--- src/rtl/addsub_arbiter.sv ---
// -----------------------------------------------------------------------------
// addsub_arbiter
//
// Purpose:
//   Two requesters share a single add/subtract datapath. An arbiter picks one
//   request while the FSM is IDLE. Operands are captured, the result is
//   computed in EXEC, and the result is held in HOLD until the consumer takes
//   it. Each operation therefore occupies the unit for at least three cycles.
//
// Configuration macro:
//   ADDSUB_ARB_ROUND_ROBIN_EN  defined   -> on contention, grant the requester
//                                            that was not granted last.
//                              undefined -> fixed priority, requester 0 wins.
//
// Handshake semantics (both request ports and the result port):
//   A transfer happens on a rising clk edge where valid and ready are both 1.
//   A producer holds valid and its payload stable until that edge. reqN_ready
//   depends combinationally on reqN_valid and is only ever high in IDLE.
//   res_valid is high only in HOLD, and res_* stay stable while it is high.
//
// Ports:
//   clk          in   system clock, rising edge
//   rst_n        in   asynchronous active-low reset
//   reqN_valid   in   requester N has an operation (N = 0, 1)
//   reqN_ready   out  requester N is accepted this cycle
//   reqN_a/b     in   WIDTH-bit operands
//   reqN_sub     in   1 = a - b, 0 = a + b
//   res_valid    out  result available
//   res_ready    in   consumer takes the result
//   res_data     out  WIDTH-bit sum/difference (wraps modulo 2^WIDTH)
//   res_carry    out  carry-out; for subtract 1 means no borrow
//   res_ovf      out  signed two's-complement overflow
//   res_id       out  index of the requester that issued the operation
//   dbg_state_o  out  FSM state (0 = IDLE, 1 = EXEC, 2 = HOLD)
// -----------------------------------------------------------------------------
module addsub_arbiter #(
    parameter int WIDTH = 32
) (
    input  logic             clk,
    input  logic             rst_n,
    input  logic             req0_valid,
    output logic             req0_ready,
    input  logic [WIDTH-1:0] req0_a,
    input  logic [WIDTH-1:0] req0_b,
    input  logic             req0_sub,
    input  logic             req1_valid,
    output logic             req1_ready,
    input  logic [WIDTH-1:0] req1_a,
    input  logic [WIDTH-1:0] req1_b,
    input  logic             req1_sub,
    output logic             res_valid,
    input  logic             res_ready,
    output logic [WIDTH-1:0] res_data,
    output logic             res_carry,
    output logic             res_ovf,
    output logic             res_id,
    output logic [1:0]       dbg_state_o
);

    typedef enum logic [1:0] {
        IDLE = 2'd0,
        EXEC = 2'd1,
        HOLD = 2'd2
    } state_e;

    state_e state_q, state_d;

    // Captured operation
    logic [WIDTH-1:0] a_q, a_d;
    logic [WIDTH-1:0] b_q, b_d;
    logic             sub_q, sub_d;
    logic             id_q, id_d;

    // Registered result
    logic [WIDTH-1:0] res_data_q, res_data_d;
    logic             res_carry_q, res_carry_d;
    logic             res_ovf_q, res_ovf_d;
    logic             res_id_q, res_id_d;

    // Arbitration result, independent of FSM state
    logic gnt0, gnt1;
    logic accept0, accept1;

    // Shared datapath
    logic [WIDTH-1:0] b_inv;
    logic [WIDTH:0]   sum_w;
    logic             ovf_w;

`ifdef ADDSUB_ARB_ROUND_ROBIN_EN
    // prio_q = 0 favours requester 0, prio_q = 1 favours requester 1.
    logic prio_q, prio_d;

    always_comb begin
        gnt0 = req0_valid && (!req1_valid || !prio_q);
        gnt1 = req1_valid && (!req0_valid ||  prio_q);
    end

    // After granting requester 0 the pointer favours requester 1 and vice versa.
    always_comb begin
        prio_d = prio_q;
        if (accept0) begin
            prio_d = 1'b1;
        end else if (accept1) begin
            prio_d = 1'b0;
        end
    end

    always_ff @(posedge clk or negedge rst_n) begin
        if (!rst_n) begin
            prio_q <= 1'b0;
        end else begin
            prio_q <= prio_d;
        end
    end
`else
    always_comb begin
        gnt0 = req0_valid;
        gnt1 = req1_valid && !req0_valid;
    end
`endif

    // Ready is gated with rst_n so it drops the instant reset is asserted,
    // even though valid inputs may still be high.
    always_comb begin
        accept0 = rst_n && (state_q == IDLE) && gnt0;
        accept1 = rst_n && (state_q == IDLE) && gnt1;
    end

    assign req0_ready = accept0;
    assign req1_ready = accept1;

    // Subtract is a + ~b + 1: invert b and feed sub as the carry-in.
    always_comb begin
        b_inv = b_q ^ {WIDTH{sub_q}};
        sum_w = {1'b0, a_q} + {1'b0, b_inv} + {{WIDTH{1'b0}}, sub_q};
        ovf_w = (a_q[WIDTH-1] == b_inv[WIDTH-1]) && (sum_w[WIDTH-1] != a_q[WIDTH-1]);
    end

    // Next-state and register update logic
    always_comb begin
        state_d     = state_q;
        a_d         = a_q;
        b_d         = b_q;
        sub_d       = sub_q;
        id_d        = id_q;
        res_data_d  = res_data_q;
        res_carry_d = res_carry_q;
        res_ovf_d   = res_ovf_q;
        res_id_d    = res_id_q;

        case (state_q)
            IDLE: begin
                if (accept0) begin
                    a_d     = req0_a;
                    b_d     = req0_b;
                    sub_d   = req0_sub;
                    id_d    = 1'b0;
                    state_d = EXEC;
                end else if (accept1) begin
                    a_d     = req1_a;
                    b_d     = req1_b;
                    sub_d   = req1_sub;
                    id_d    = 1'b1;
                    state_d = EXEC;
                end
            end
            EXEC: begin
                res_data_d  = sum_w[WIDTH-1:0];
                res_carry_d = sum_w[WIDTH];
                res_ovf_d   = ovf_w;
                res_id_d    = id_q;
                state_d     = HOLD;
            end
            HOLD: begin
                if (res_ready) begin
                    state_d = IDLE;
                end
            end
            default: begin
                state_d = IDLE;
            end
        endcase
    end

    always_ff @(posedge clk or negedge rst_n) begin
        if (!rst_n) begin
            state_q     <= IDLE;
            a_q         <= '0;
            b_q         <= '0;
            sub_q       <= 1'b0;
            id_q        <= 1'b0;
            res_data_q  <= '0;
            res_carry_q <= 1'b0;
            res_ovf_q   <= 1'b0;
            res_id_q    <= 1'b0;
        end else begin
            state_q     <= state_d;
            a_q         <= a_d;
            b_q         <= b_d;
            sub_q       <= sub_d;
            id_q        <= id_d;
            res_data_q  <= res_data_d;
            res_carry_q <= res_carry_d;
            res_ovf_q   <= res_ovf_d;
            res_id_q    <= res_id_d;
        end
    end

    assign res_valid   = (state_q == HOLD);
    assign res_data    = res_data_q;
    assign res_carry   = res_carry_q;
    assign res_ovf     = res_ovf_q;
    assign res_id      = res_id_q;
    assign dbg_state_o = state_q;

endmodule

--- config.mk ---
export PLATFORM = sky130hd
export DESIGN_NAME = addsub_arbiter
export DESIGN_NICKNAME = d
export VERILOG_FILES = /design/src/rtl/addsub_arbiter.sv
export SDC_FILE = /design/constraint.sdc
export NUM_CORES = 1
export LEC_CHECK = 0
export ABC_AREA = 1
export BUFFER_PORTS_ARGS = -buffer_cell sky130_fd_sc_hd__buf_2
export CAP_MARGIN = 0
export CORE_ASPECT_RATIO = 0.8
export CORE_MARGIN = 4
export CORE_UTILIZATION = 31
export DETAILED_ROUTE_END_ITERATION = 8
export PLACE_DENSITY_LB_ADDON = 0.2
export SLEW_MARGIN = 20
export SYNTH_ARGS = -nofsm -noshare
export SYNTH_HDL_FRONTEND = slang
export SYNTH_SLANG_ARGS = --single-unit
--- constraint.sdc ---
create_clock -name clk -period 3.8 [get_ports clk]
set_input_delay 0.38 -clock clk [delete_from_list [all_inputs] [get_ports clk]]
set_output_delay 0.38 -clock clk [all_outputs]
set_load 0.01 [all_outputs]
==> results.py <==
metrics = {
    "outcome": {
        "run_status": "finished, final reports clean",
    },
    "setup_path": {
        "crit_path_max_fanout": 33,
        "cp_slowest_cell": "buf_4",
        "critPathArrivalTime_ns": 2.92,
        "crit_required_ns": 4.05,
        "critPathTopFamily": "simple AND/OR/NAND/NOR gates",
        "crit_type": "reg2reg",
        "start_kind": "flip-flop",
        "critPathCaptureType": "flip-flop",
        "reg2reg_slack_ns": 1.12,
        "cpMostUsedCell": "nand2_1",
        "crit_chain": "buf_4 -> xor2_1 -> ha_1 -> nand2_1 -> inv_1 -> nand2_1 -> nand2_1 -> inv_1 -> nand3_1 -> or2_2 -> nand3_1 -> nand2_1",
        "slowest_delay_ns": 0.44,
        "cp_num_buf_inv": 3,
        "worstReg2RegEnd": "res_data[10]$_DFFE_PN0N_",
        "reg2regPathDepth": 12,
        "reg2reg_from": "sub_q$_DFFE_PN0P_",
    },
    "clocking": {
        "htreeDepth": 3,
        "cts_tree": "built",
        "numCtsBuffers": 9,
        "insertion_delay_ns": 0.36,
        "cts_resized": 0,
        "clockBufferDepth": 2,
        "clkSinkCount": 103,
        "clk_pin_slew_worst_paths_ns": 0.07,
        "cts-root-buf": "clkbuf_16",
    },
    "route": {
        "routed_wirelength_um": 22000,
        "avgViaCountPerCell": 4.72,
        "drcViolationCount": 0,
        "first_pass_iters": 5,
        "vias": 6604,
        "wl_per_cell_um": 15.8,
        "ant_nets": 0,
        "drtIter0Drc": 480,
    },
    "placed_design": {
        "portBuffers": 174,
        "place_congestion": 0.934,
        "hpwl_um": 17700,
    },
    "floorplan": {
        "rows": 48,
        "fp.dieArea_sq_um": 24400,
        "die_x_um": 174,
        "initial_core_util_pct": 31.5,
        "ios": 175,
        "core_area_sq_um": 21600,
        "die_h_um": 141,
    },
    "logic_synthesis": {
        "syn_avg_cell_area_sq_um": 7.08,
        "ys_warn_count": 0,
        "synth_area_leaders": "dfrtp_1 (38%), nand2_1 (19%), a31oi_1 (6.1%)",
        "synth_top_cell_by_area": "dfrtp_1",
        "netlist_area_sq_um": 6820,
        "synth_nets": 1130,
        "synth.top_cell.area_share_pct": 37.8,
        "ys_seq_elements": 103,
        "synth_cell_types": 32,
        "synthCells": 963,
        "ys_seq_area_share_pct": 37.8,
    },
    "sta": {
        "relSlewSlack_pct": 32.4,
        "fin_crit_ns": 2.68,
        "slew_violations": 0,
        "setup_viol": 0,
        "rsz0062_at_grt": "no",
        "finalSetupTns_ns": 0,
        "post-route-period-util_pct": 70.4,
        "fmax_mhz": 374,
        "worst_pin_slew_ns": 1.01,
        "finalHoldViolations": 0,
        "skew_ns": 0.0120,
    },
    "finish": {
        "nNetsFinal": 1286,
        "antenna_cells": 0,
        "ff_latch_area_sq_um": 2580,
        "drive_above_1_share_pct": 20.5,
        "area_growth_syn_to_layout_pct": 20.4,
        "multiInputGateArea_sq_um": 3730,
        "fillers": 2368,
    },
    "global_routing": {
        "grt_first_pass_wirelength_um": 35400,
        "antenna_found_initial": 0,
        "grt_overflow": 0,
        "first_global_vias": 6452,
        "grt_usage_pct": 18.1,
        "grt_max_degree": 72,
    },
    "hold_path": {
        "hold_depth": 2,
        "min_to": "dbg_state_o[1]$_DFFE_PN0P_",
        "hp-start": "res_ready",
        "worstHoldPathType": "in2reg",
    },
    "job": {
        "cap_violations": 0,
    },
}
## per-stage QoR
step | worst slack, ns | std cells | instance area [sq um] | utilization, % | hold slack (ns)
6_report | 1.12 | 1398 | 8210 | 38.0 | 0.218
4_1_cts | 1.13 | 1398 | 8210 | 38.0 | 0.210
2_1_floorplan | 1.66 | 963 | 6820 | - | 0.0844
3_3_place_gp | 1.16 | 1382 | 7920 | 36.6 | 0.223
3_5_place_dp | 1.15 | 1382 | 7920 | 36.6 | 0.224
5_1_grt | 0.965 | 1398 | 8210 | 38.0 | 0.217
## cell usage in the layout (no fill, tap or decap), drive strengths merged, types with 5 or more instances in the layout
cell    count
a21oi      43
a31oi      66
buf       183
clkbuf      9
dfrtp     103
ha         31
inv        86
nand2     352
nand3      42
nand3b      6
nor2      112
o21ai      32
or2         5
xnor2       8
xor2       30
## routing by layer
layer	up-vias	track usage (%)	part of all wire [%]
met5	-	0	0
li1	3419	-	-
met4	0	3.21	0.77
met1	2968	29.4	54
met3	13	3.89	6.5
met2	204	24.6	38
## flip-flops by register name (all words and copies together) (netlist names)
register,cells
res_data,32
id_q,1
res_ovf,1
res_carry,1
b_q,32
sub_q,1
dbg_state_o,2
a_q,32
res_id,1
## cell type report
type,instances,area share (%)
repair buffers,184,11.7
well taps,275,4.19
flip-flops and latches,103,31.4
clock inverters,6,0.655
multi-input cells,738,45.5
clock buffers,9,2.74
inverters,83,3.80
## worst max-delay path by stage
stage / startpoint / to / depth (start not counted)
floorplan: sub_q$_DFFE_PN0P_ / res_data[14]$_DFFE_PN0N_ / 13
global route: sub_q$_DFFE_PN0P_ / res_data[10]$_DFFE_PN0N_ / 12
global placement: sub_q$_DFFE_PN0P_ / res_data[10]$_DFFE_PN0N_ / 12
detailed placement: sub_q$_DFFE_PN0P_ / res_data[10]$_DFFE_PN0N_ / 12
CTS: sub_q$_DFFE_PN0P_ / res_data[10]$_DFFE_PN0N_ / 12
finish: sub_q$_DFFE_PN0P_ / res_data[10]$_DFFE_PN0N_ / 12
## cells in the mapped netlist, drive strengths merged
master	n
nand2	352
nor2	112
dfrtp	103
inv	83
a31oi	66
a21oi	43
nand3	42
o21ai	32
ha	31
xor2	30
buf	29
clkbuf	10
xnor2	8
nand3b	6
or2	5
nand4	3
o21bai	3
nor3	2
a211o	1
fa	1
nor3b	1
## kinds of logic after synthesis
group / after synthesis / share of synthesized area [%]
XOR/XNOR: 38 / 4.88
flip-flops: 103 / 37.8
AND/OR/NAND/NOR: 523 / 31.5
buffers and inverters: 122 / 7.49
adder cells (fa/ha/maj): 32 / 5.98
AO/OA/AOI/OAI: 145 / 12.4
## what timing repair did
| item | 4_1_cts | 5_1_grt |
|---|---|---|
| endpoints found under the hold margin | 2 | 0 |
| hold buffers | 1 | 0 |
| setup buffers | 0 | 0 |
Power is not shown: default switching activity piles up to over one toggle a cycle in this logic, so the estimate is an artifact.
